**src/rtl/game_phase_sequencer.sv**
```systemverilog
// Game phase sequencer: IDLE -> ARM -> PLAY -> OVER, with LED frame selection and game-clear pulse.
// Optional BLINK_GAMEOVER_EN blinks the frozen game-over frame every BLINK_TICKS ticks.
module game_phase_sequencer #(
  parameter int unsigned HOLD_TICKS  = 8,
  parameter int unsigned BLINK_TICKS = 4
) (
  input  logic              CLK,
  input  logic              NOT_RST,
  input  logic              STARTen,
  input  logic              TICK,
  input  logic              KEY_START,
  input  logic              COLLIDE,
  input  logic [15:0][15:0] PixRST,
  input  logic [15:0][15:0] PixGAME,
  output logic [15:0][15:0] PixOUT,
  output logic              GAMEen,
  output logic              GAMECLR,
  output logic [1:0]        PHASE
);

  typedef enum logic [1:0] {
    IDLE = 2'b00,
    ARM  = 2'b01,
    PLAY = 2'b10,
    OVER = 2'b11
  } state_e;

  localparam logic [7:0] HOLD_LAST = 8'(HOLD_TICKS - 1);

  // Elaboration-time range guard on the configuration.
  if (HOLD_TICKS < 1 || HOLD_TICKS > 255) begin : g_bad_hold
    $error("HOLD_TICKS out of range 1..255");
  end
  if (BLINK_TICKS < 1 || BLINK_TICKS > 255) begin : g_bad_blink
    $error("BLINK_TICKS out of range 1..255");
  end

  state_e            state_q, state_d;
  logic              key_prev_q;
  logic              key_edge;
  logic [7:0]        tick_cnt_q;
  logic [15:0][15:0] snap_q;
  logic              arm_entry;

  assign key_edge  = KEY_START & ~key_prev_q;
  assign arm_entry = (state_d == ARM) && (state_q != ARM);

  always_ff @(posedge CLK or negedge NOT_RST) begin
    if (!NOT_RST) begin
      state_q    <= IDLE;
      key_prev_q <= 1'b1;
      GAMECLR    <= 1'b0;
    end else begin
      state_q    <= state_d;
      key_prev_q <= KEY_START;
      GAMECLR    <= arm_entry;
    end
  end

  // ARM hold counter, restarted on every ARM entry.
  always_ff @(posedge CLK or negedge NOT_RST) begin
    if (!NOT_RST) begin
      tick_cnt_q <= 8'd0;
    end else if (arm_entry) begin
      tick_cnt_q <= 8'd0;
    end else if (state_q == ARM && state_d == ARM && TICK) begin
      tick_cnt_q <= tick_cnt_q + 8'd1;
    end
  end

  // Freeze the last live frame at the moment of collision.
  always_ff @(posedge CLK or negedge NOT_RST) begin
    if (!NOT_RST) begin
      snap_q <= '0;
    end else if (state_q == PLAY && state_d == OVER) begin
      snap_q <= PixGAME;
    end
  end

`ifdef BLINK_GAMEOVER_EN
  localparam logic [7:0] BLINK_LAST = 8'(BLINK_TICKS - 1);

  logic [7:0] blink_cnt_q;
  logic       blink_q;
  logic       over_entry;

  assign over_entry = (state_d == OVER) && (state_q != OVER);

  // Blink phase starts on the snapshot at each OVER entry.
  always_ff @(posedge CLK or negedge NOT_RST) begin
    if (!NOT_RST) begin
      blink_cnt_q <= 8'd0;
      blink_q     <= 1'b0;
    end else if (over_entry) begin
      blink_cnt_q <= 8'd0;
      blink_q     <= 1'b0;
    end else if (state_q == OVER && TICK) begin
      if (blink_cnt_q == BLINK_LAST) begin
        blink_cnt_q <= 8'd0;
        blink_q     <= ~blink_q;
      end else begin
        blink_cnt_q <= blink_cnt_q + 8'd1;
      end
    end
  end
`endif

  // Next state and state-decoded outputs; STARTen low overrides everything.
  always_comb begin
    state_d = state_q;
    PHASE   = state_q;
    GAMEen  = 1'b0;
    PixOUT  = PixRST;

    if (!STARTen) begin
      state_d = IDLE;
    end else begin
      case (state_q)
        IDLE:    if (key_edge) state_d = ARM;
        ARM:     if (TICK && tick_cnt_q == HOLD_LAST) state_d = PLAY;
        PLAY:    if (COLLIDE) state_d = OVER;
        OVER:    if (key_edge) state_d = ARM;
        default: state_d = IDLE;
      endcase
    end

    case (state_q)
      PLAY: begin
        GAMEen = 1'b1;
        PixOUT = PixGAME;
      end
      OVER: begin
`ifdef BLINK_GAMEOVER_EN
        PixOUT = blink_q ? '0 : snap_q;
`else
        PixOUT = snap_q;
`endif
      end
      default: PixOUT = PixRST;
    endcase
  end

endmodule
```
**config.mk**
```make
export PLATFORM = sky130hd
export DESIGN_NAME = game_phase_sequencer
export DESIGN_NICKNAME = d
export VERILOG_FILES = /design/src/rtl/game_phase_sequencer.sv
export SDC_FILE = /design/constraint.sdc
export NUM_CORES = 1
export LEC_CHECK = 0
export ABC_AREA = 1
export BUFFER_PORTS_ARGS = -buffer_cell sky130_fd_sc_hd__buf_2
export CAP_MARGIN = 5
export CORE_AREA = 3 3 298 300
export CTS_BUF_LIST = sky130_fd_sc_hd__clkbuf_8
export CTS_CLUSTER_DIAMETER = 200
export CTS_CLUSTER_SIZE = 28
export DETAILED_ROUTE_END_ITERATION = 12
export DIE_AREA = 0 0 301 303
export GPL_ROUTABILITY_DRIVEN = 0
export PLACE_DENSITY = 0.41
export SYNTH_ARGS = -nofsm -noshare
export SYNTH_HDL_FRONTEND = slang
export SYNTH_SLANG_ARGS = --single-unit
```
**constraint.sdc**
```tcl
create_clock -name CLK -period 2.5 [get_ports CLK]
set_clock_uncertainty 0.15 [all_clocks]
set_input_delay 0.5 -clock CLK [delete_from_list [all_inputs] [get_ports CLK]]
set_output_delay 0.5 -clock CLK [all_outputs]
set_load 0.05 [all_outputs]
```
==> impl_metrics.toml, run 1 <==
[logic_synthesis]
ys_ff_latch = 268
synthDistinctLibCells = 22
muxShareOfSynthArea_pct = 0
synth-simple-area-share_pct = 35.79
synth_area_sq_um = 15100
synth_nets = 2594
synth_top_area_share_pct = 44.26
synth_cells = 2072
synth.largest_area_cell = "dfrtp_1"
postSynthAreaPerCell_sq_um = 7.286
synthTopCellsByArea = "dfrtp_1 (44%), nand2_1 (26%), a22oi_1 (13%)"
synthXorXnorAreaFrac_pct = 0.2901
yosysSeqAreaShare_pct = 44.43
yosys.area_share.adder_pct = 0.3315
synth_warnings = 0
synth_compound_area_share_pct = 12.82
synth_top_family_by_area = "simple AND/OR/NAND/NOR gates"

[worst_setup_path]
critPathMaxStageDelay_ns = 0.48
r2r-end = "snap_q[146]"
worstSetupStartpointType = "flip-flop"
rrSetupSlack_ns = 0
worst-endpoint-arrival_ns = 2.32
crit_top_cell = "buf_12"
end_kind = "primary output"
path_cells = "inv_2 > ha_4 > nor2_4 > buf_8 > buf_12 > buf_12 > a22oi_1 > nand2_2 > buf_6"
critPathTopFamily = "buffers and inverters"
r2r_cells = 14
cp_data_required_time_ns = 1.85
worst_r2r_startpoint = "PHASE[0]"
cp_num_buf_inv = 5
cpMaxStageDelayCell = "dfrtp_2"
path_max_fanout = 22
worstSetupPathType = "flip-flop to primary output"

[die]
start_util_pct = 17.46
core_area_sq_um = 86480
rows = 108
dieArea_sq_um = 91200
die_y_um = 303
top_level_ports = 778
dieWidth_um = 301

[sta]
setup_viol = 257
max_freq_mhz = 336.5
final_max_slew_viol_count = 0
setup_ws_ns = -0.4719
worstMarginPinSlew_ns = 0.4220
rsz0062_at_grt = "yes"
min_period_over_period_pct = 118.9
slew_headroom_pct = 71.86
finalCriticalPeriod_ns = 2.972
hold_viol = 0

[grt]
grt_pass1_wl_um = 112600
grt_overflow = 0
antenna_found_initial = 2
grt_max_degree = 61
groute.usage.overall_pct = 15.66
grt_pass1_vias = 19190

[pwr]
p_per_area_nw_per_um2 = 1103
p_leak_nw = 14.19
ir_worst_vdd_v = 0.0006787

[clock_tree]
worstSkewPairLatency_ns = 0.59
clk_pin_slew_ns = 0.18
ctsRootBufferMaster = "clkbuf_8"
cts_num_sinks = 268
cts_buffers = 13
cts_tree = "built"
cts.htree.levels = 1
cts_max_path_buffers = 3

[layout]
regArea_sq_um = 6710
fillers = 9118
diodes = 0
multi_input_area_sq_um = 9254
layout-drive-gt1-share_pct = 46.98
fin_util_pct = 32.77
final_cells = 4301
syn2layout_area_growth_pct = 87.73
final_nets = 3666

[detailed_routing]
drt_iter0_drc = 1142
via_per_inst = 4.323
vias = 18590
wl_um = 81580
drcViolationCount = 0
wl_per_cell_um = 18.97
drtAntennaViolNets = 0
dr.pass1.iters = 7

[placement]
dpl.hpwl_um = 55190
io_buffers = 777
placed_cells = 3963
dp_slack_ns = 0.04568

[run_status]
outcome = "finished with violations"
violations = "negative setup slack"

[min_path]
hp-class = "input port to asynchronous set/reset pin"

[flow_run]
maxCapViolCount = 0
## state kept, by name, indices dropped and copies added (netlist names)
| signal | flops |
|---|---|
| GAMECLR | 1 |
| key_prev_q | 1 |
| PHASE | 2 |
| tick_cnt_q | 8 |
| snap_q | 256 |
## how the worst max path moves through the flow
stage,from,endpoint,depth (start not counted)
floorplan,PHASE[0],PixOUT[109],8
detailed placement,PHASE[1],PixOUT[108],7
CTS,PHASE[0],PixOUT[31],9
global placement,PHASE[1],PixOUT[100],7
global route,PHASE[0],PixOUT[171],9
finish,PHASE[0],PixOUT[4],9
## power breakdown
| group | internal (mW) | switching [mW] |
|---|---|---|
| Clock | 0.499 | 1.47 |
| Sequential | 5.91 | 0.869 |
| Combinational | 8.61 | 13.9 |
| Total | 15.0 | 16.2 |
## metrics by stage
step	cell area, sq um	TNS (ns)	power [mW]	hold WS [ns]
floorplan	15800	-21.54	18.46	0.05441
global placement	21860	0	23.55	0.2783
detailed placement	21860	0	23.59	0.2833
CTS	26580	-132.47	28.79	0.1064
global route	28340	-163.23	33.07	0.1817
finish	28340	-98.94	31.26	0.2243
## layer usage
layer	share of wire [%]	up-vias	track usage (%)
li1	-	9008	-
met1	42	8892	19.30
met2	51	588	28.29
met3	4.7	101	2.369
met4	2.7	4	4.266
met5	0.028	-	0
## cell usage in the layout, fill, tap and decap left out, drive strengths merged
cell type / instances
nand2: 1059
buf: 949
nand3: 267
dfrtp: 267
dlygate4sd3: 258
a22oi: 256
clkbuf: 34
inv: 24
nor2: 16
xor2: 5
ha: 4
a21oi: 2
and2: 1
nand4: 1
nor3: 1
clkinv: 1
dfstp: 1
## synth_stat cells
| master | instances |
|---|---|
| a21oi_1 | 1 |
| nand2_1 | 1058 |
| dfrtp_1 | 267 |
| clkbuf_1 | 80 |
| nand2_4 | 1 |
| a22oi_1 | 256 |
| buf_2 | 53 |
| buf_6 | 13 |
| inv_1 | 20 |
| inv_2 | 1 |
| nor3_1 | 1 |
| nor2_1 | 15 |
| dfstp_2 | 1 |
| and2_1 | 1 |
| a21oi_2 | 1 |
| nand3_1 | 267 |
| buf_4 | 19 |
| xor2_1 | 5 |
| nor2_4 | 1 |
| nand4_1 | 1 |
| buf_1 | 6 |
| ha_1 | 4 |
## logic make-up (layout without fill, tap and decap cells)
group           after synthesis  after routing
xor+xnor                      5              5
buf+inv                     192           1266
compound gates              258            258
simple gates               1345           1345
flops                       268            268
fa+ha+maj                     4              4
## layout make-up
cell class,instances,share of cell area [%]
timing repair buffer,1228,37.57
multi-input combinational,1612,32.65
sequential,268,23.68
tap,1155,5.099
clock buffer,13,0.6313
inverter,21,0.2781
clock inverter,4,0.09712
## what timing repair did
item                                    4_1_cts  5_1_grt
endpoints found under the setup margin      257      493
hold buffers                                258        0
hold endpoints to repair                    442        0
gates resized for setup                     466      304
pin swaps                                     4        8
buffers inserted                             10       22
cloned                                        7       24
Note: power is estimated with default switching activity, not from simulation.
==> run 2: changes to the inputs <==
--- a/config.mk
+++ b/config.mk
@@ -6,7 +6,7 @@
 export NUM_CORES = 1
 export LEC_CHECK = 0
 export ABC_AREA = 1
-export BUFFER_PORTS_ARGS = -buffer_cell sky130_fd_sc_hd__buf_2
+export BUFFER_PORTS_ARGS = -buffer_cell sky130_fd_sc_hd__clkbuf_2
 export CAP_MARGIN = 5
 export CORE_AREA = 3 3 298 300
 export CTS_BUF_LIST = sky130_fd_sc_hd__clkbuf_8
@@ -14,7 +14,6 @@
 export CTS_CLUSTER_SIZE = 28
 export DETAILED_ROUTE_END_ITERATION = 12
 export DIE_AREA = 0 0 301 303
-export GPL_ROUTABILITY_DRIVEN = 0
 export PLACE_DENSITY = 0.41
 export SYNTH_ARGS = -nofsm -noshare
 export SYNTH_HDL_FRONTEND = slang
==> run 2 against run 1 <==
- largest cell class unchanged
- largest power group unchanged
- critical path type unchanged
- non-clock buffer count fell by 68
- cell count is 1.5% lower
- the run still ends with negative setup slack left
- core utilization increased by 0.86 points
- global-route usage increased by 0.064 points
- cell area up 2.6%
==> impl_metrics.toml, run 2 (synthesized netlist as in run 1, its figures left out) <==
[run_status]
outcome = "finished with violations"
violations = "negative setup slack"

[worst_setup_path]
worstSetupStartpointType = "flip-flop"
worst-endpoint-arrival_ns = 2.36
cpMaxStageDelayCell = "dfrtp_2"
path_max_fanout = 18
worstSetupPathType = "flip-flop to primary output"
end_kind = "primary output"
path_cells = "inv_2 > ha_4 > nor2_4 > buf_12 > buf_12 > clkbuf_16 > a22oi_2 > nand2_2 > buf_12"
cp_data_required_time_ns = 1.85
crit_top_cell = "buf_12"
critPathMaxStageDelay_ns = 0.47

[placement]
placed_area_sq_um = 23400
placed_cells = 3943
dp_slack_ns = 0.1052
dpl.hpwl_um = 55080
io_buffers = 777
place_congestion = 0.7635

[sta]
setup_ws_ns = -0.5103
hold_viol = 0
setup_viol = 257
holdWs_ns = 0.1707
rsz0062_at_grt = "yes"
max_freq_mhz = 332.2
final_max_slew_viol_count = 0
min_period_over_period_pct = 120.4
finalSetupTns_ns = -111.49
slew_headroom_pct = 66.26
worstMarginPinSlew_ns = 0.5061
finalCriticalPeriod_ns = 3.010

[pwr]
p_int_mw = 16.09
p_leak_nw = 14.41
ir_worst_vdd_v = 0.0006356
p_comb_share_pct = 72.8
p_total_mw = 32.43
p_per_area_nw_per_um2 = 1115
netSwitchingPower_mw = 16.34
clock_power_share_pct = 6.3
switching_share_pct = 50.38
seqPwrFrac_pct = 20.9

[clock_tree]
cts_buffers = 13
cts_tree = "built"
cts.htree.levels = 1
ctsRootBufferMaster = "clkbuf_8"
cts_max_path_buffers = 3
clk_pin_slew_ns = 0.17
cts_num_sinks = 268
worstSkewPairLatency_ns = 0.60

[layout]
mostFrequentLayoutCells = "nand2_1 (802), clkbuf_2 (521), nand3_1 (267)"
fin_util_pct = 33.63
layout_commonest_cell = "nand2_1"
final_cells = 4236
regMostFlops = "snap_q"
syn2layout_area_growth_pct = 92.66
final_nets = 3598
largest_reg_flops = 256
fillers = 8971
layout-drive-gt1-share_pct = 46.07
stdcell_area_sq_um = 29090
multi_input_area_sq_um = 9289
regArea_sq_um = 6710

[die]
dieWidth_um = 301
start_util_pct = 17.46
top_level_ports = 778
dieArea_sq_um = 91200
die_y_um = 303
core_area_sq_um = 86480
rows = 108

[grt]
grt_overflow = 0
groute.usage.overall_pct = 15.72
grt_max_degree = 64
grt_pass1_vias = 19130
antenna_found_initial = 4
grt_pass1_wl_um = 113600

[detailed_routing]
routed-wl-met2_um = 39330
wl_per_cell_um = 18.34
drt_iter0_drc = 965
drcViolationCount = 0
top_layer_used = "met5"
via_per_inst = 4.302
drt-met1-wl_um = 32140
vias = 18220
wl_met3_um = 4393
wl_um = 77690
drtAntennaViolNets = 0
dr.pass1.iters = 5

[flow_run]
maxCapViolCount = 0

[min_path]
hp-class = "input port to flip-flop"
run 2: cell count changes in the layout (fill, tap and decap cells not counted), moves of 10 or more:
| cell | change |
|---|---|
| buf_2 | -522 |
| clkbuf_2 | +521 |
| buf_6 | -183 |
| buf_12 | +112 |
| buf_4 | -101 |
| clkbuf_8 | +75 |
| buf_8 | +40 |
| a22oi_1 | -10 |
| a22oi_2 | +10 |
| clkbuf_16 | -10 |
run 2: cell type report:
class	count	area share (%)
diodes	3	0.02581
inverters	21	0.2710
flip-flops and latches	268	23.07
clock buffers	13	0.6152
clock inverters	4	0.09464
multi-input cells	1612	31.94
repair buffers	1160	39.02
well taps	1155	4.969
run 2: what timing repair did:
| item | in CTS | in global routing |
|---|---|---|
| gates resized for setup | 455 | 140 |
| hold buffers | 258 | 0 |
| setup buffers | 3 | 0 |
| hold endpoints to repair | 302 | 0 |
| pin swaps | 14 | 25 |
| setup endpoints to repair | 257 | 285 |
| gates cloned | 2 | 10 |
run 2: power by group through the flow:
stage | registers [mW] | logic [mW] | clock network, mW
finish | 6.77 | 23.6 | 2.04
CTS | 6.75 | 22.6 | 2.23
global route | 6.97 | 24.9 | 2.34
detailed placement | 6.83 | 19.7 | 0
global placement | 6.83 | 19.7 | 0
floorplan | 6.71 | 11.7 | 0
run 2: routing by layer:
metal | up-vias | GRT usage (%)
met4 | 2 | 3.814
met1 | 8702 | 19.52
li1 | 8869 | -
met5 | - | 0
met2 | 560 | 28.08
met3 | 90 | 2.848
run 2: critical path: cells and delay by family, from the launching register on:
family	cells	cell delay, ns
compound gates	1	0.16
flops	1	0.47
simple gates	2	0.15
fa+ha+maj	1	0.20
buf+inv	5	0.77
run 2: path summary, 6_finish.rpt:
path | from | endpoint | slack [ns] | cells past startpoint
min in group asynchronous | NOT_RST | snap_q[28] | 0.26 | 2
max in group asynchronous | NOT_RST | snap_q[209] | 1.21 | 3
worst min-delay path | STARTen | PHASE[1] | 0.17 | 5
worst max-delay path | PHASE[0] | PixOUT[214] | -0.51 | 9
worst max register to register | PHASE[0] | tick_cnt_q[4] | 0.08 | 12
worst min register to register | snap_q[228] | snap_q[228] | 0.34 | 2
==> run 3: changes to the inputs <==
--- a/config.mk
+++ b/config.mk
@@ -8,13 +8,13 @@
 export ABC_AREA = 1
 export BUFFER_PORTS_ARGS = -buffer_cell sky130_fd_sc_hd__clkbuf_2
 export CAP_MARGIN = 5
-export CORE_AREA = 3 3 298 300
+export CORE_AREA = 2 2 306 308
 export CTS_BUF_LIST = sky130_fd_sc_hd__clkbuf_8
 export CTS_CLUSTER_DIAMETER = 200
 export CTS_CLUSTER_SIZE = 28
 export DETAILED_ROUTE_END_ITERATION = 12
-export DIE_AREA = 0 0 301 303
-export PLACE_DENSITY = 0.41
+export DIE_AREA = 0 0 308 310
+export PLACE_DENSITY = 0.39
 export SYNTH_ARGS = -nofsm -noshare
 export SYNTH_HDL_FRONTEND = slang
 export SYNTH_SLANG_ARGS = --single-unit
==> run 3 against run 2 <==
- the flow still finishes with violations (negative setup slack)
- critical path type unchanged
- non-clock buffer count rose by 13
- sequential power barely moved
- critical endpoint is now PixOUT[92]
- first-iteration DRC count rose by 2.4%
- clock-buffer cell count did not move
- global-route usage fell by 0.94 points
- cell area fell by 4.2%
- flip-flop and latch count did not move
- total power fell by 5.2%
- highest routed layer unchanged
- register-to-register slack got worse by 0.04 ns
- critical path depth fell by 1
- hold slack improved by 0.0041 ns
- maximum frequency fell by 0.52%
==> impl_metrics.toml, run 3 (synthesized netlist as in run 1, its figures left out) <==
[run_status]
outcome = "finished with violations"
violations = "negative setup slack"

[clock_tree]
ctsRootBufferMaster = "clkbuf_8"
cts_num_sinks = 268
clk_pin_slew_ns = 0.17
worstSkewPairLatency_ns = 0.60
cts_tree = "built"
cts_buffers = 13
cts_max_path_buffers = 3
cts.htree.levels = 1

[grt]
grt_pass1_vias = 18490
antenna_found_initial = 3
grt_max_degree = 52
grt_pass1_wl_um = 111200
grt_overflow = 0
groute.usage.overall_pct = 14.78

[min_path]
min_to = "PHASE[1]"
min_from = "STARTen"
hp-class = "input port to flip-flop"
hold_depth = 5

[sta]
slew_headroom_pct = 66.68
min_period_over_period_pct = 121.0
max_freq_mhz = 330.5
finalCriticalPeriod_ns = 3.026
setup_ws_ns = -0.5259
setup_viol = 257
worstMarginPinSlew_ns = 0.4998
final_max_slew_viol_count = 0
rsz0062_at_grt = "yes"
hold_viol = 0
finalSetupTns_ns = -104.10

[flow_run]
maxCapViolCount = 0

[worst_setup_path]
timing.critical_path.from = "PHASE[0]"
r2r-end = "tick_cnt_q[0]"
rrSetupSlack_ns = 0.04
path_max_fanout = 23
r2r_cells = 12
worst_r2r_startpoint = "PHASE[0]"
worstSetupStartpointType = "flip-flop"
worstSetupPathType = "flip-flop to primary output"
worst-endpoint-arrival_ns = 2.38
end_kind = "primary output"
cp_data_required_time_ns = 1.85

[pwr]
ir_worst_vdd_v = 0.0005923
p_total_mw = 30.74
p_per_area_nw_per_um2 = 1104
p_leak_nw = 14.30

[layout]
final_cells = 4289
layout_commonest_cell = "nand2_1"
syn2layout_area_growth_pct = 84.53
layout-drive-gt1-share_pct = 39.86
largest_reg_flops = 256
fin_util_pct = 30.12
final_nets = 3611
mostFrequentLayoutCells = "nand2_1 (802), clkbuf_2 (526), nand3_1 (267)"
regMostFlops = "snap_q"

[detailed_routing]
via_per_inst = 4.208
drt_iter0_drc = 988
wl_per_cell_um = 17.47
dr.pass1.iters = 5
vias = 18050
wl_um = 74930
drtAntennaViolNets = 0
drcViolationCount = 0

[placement]
place_congestion = 0.7943
dpl.hpwl_um = 56700
dp_slack_ns = 0.05166
placed_cells = 4007
io_buffers = 777

[die]
top_level_ports = 778
start_util_pct = 16.32
rows = 112
die_y_um = 310
dieWidth_um = 308
dieArea_sq_um = 95480
core_area_sq_um = 92490
==> run 3: power by group <==
part,total [mW],internal (mW),switching (mW)
clock,2.03,0.499,1.53
sequential,6.77,5.91,0.858
combinational,21.9,8.86,13.1
total,30.7,15.3,15.5
==> run 3: repair_timing <==
action                                  in CTS  in global routing
endpoints found under the setup margin     257                265
hold buffers                               258                  0
pin swaps                                    1                  2
gates resized for setup                    182                156
hold endpoints to repair                   307                  0
buffers inserted                             3                  2
gates cloned                                 0                  1
==> run 3: routing by layer <==
layer  up-vias  GRT usage [%]  share of wire [%]
li1       8883              -                  -
met1      8575          17.94                 41
met2       518          27.40                 52
met3        69          2.602                5.3
met4         2          2.587                1.9
met5         -              0              0.017
==> run 3: per-stage QoR <==
stage | instance area (sq um) | hold WS (ns)
4_1_cts | 27460 | 0.09191
3_5_place_dp | 23800 | 0.3080
3_3_place_gp | 23800 | 0.3045
6_report | 27860 | 0.1747
2_1_floorplan | 15800 | 0.05441
5_1_grt | 27860 | 0.1728
==> run 3: critical path: stages, from the launching register on <==
cell     delay, ns
dfrtp_2       0.45
inv_2         0.07
ha_4          0.20
buf_4         0.20
buf_16        0.18
buf_12        0.17
a22oi_1       0.21
nand2_2       0.11
buf_12        0.16
==> run 3: worst max-delay path by stage <==
stage                   to  slack, ns
3_5_place_dp    PixOUT[27]       0.05
5_1_grt         PixOUT[92]      -0.69
3_3_place_gp    PixOUT[39]       0.08
2_1_floorplan  PixOUT[109]      -0.13
4_1_cts          PixOUT[0]      -0.63
6_report        PixOUT[92]      -0.53
==> run 3: cell type report <==
class,count,area [sq um]
diodes,1,2.502
clock buffers,13,178.9
clock inverters,4,27.53
fillers,9905,64630
inverters,21,78.83
multi-input cells,1612,8293
flip-flops and latches,268,6710
well taps,1197,1498
repair buffers,1173,11070
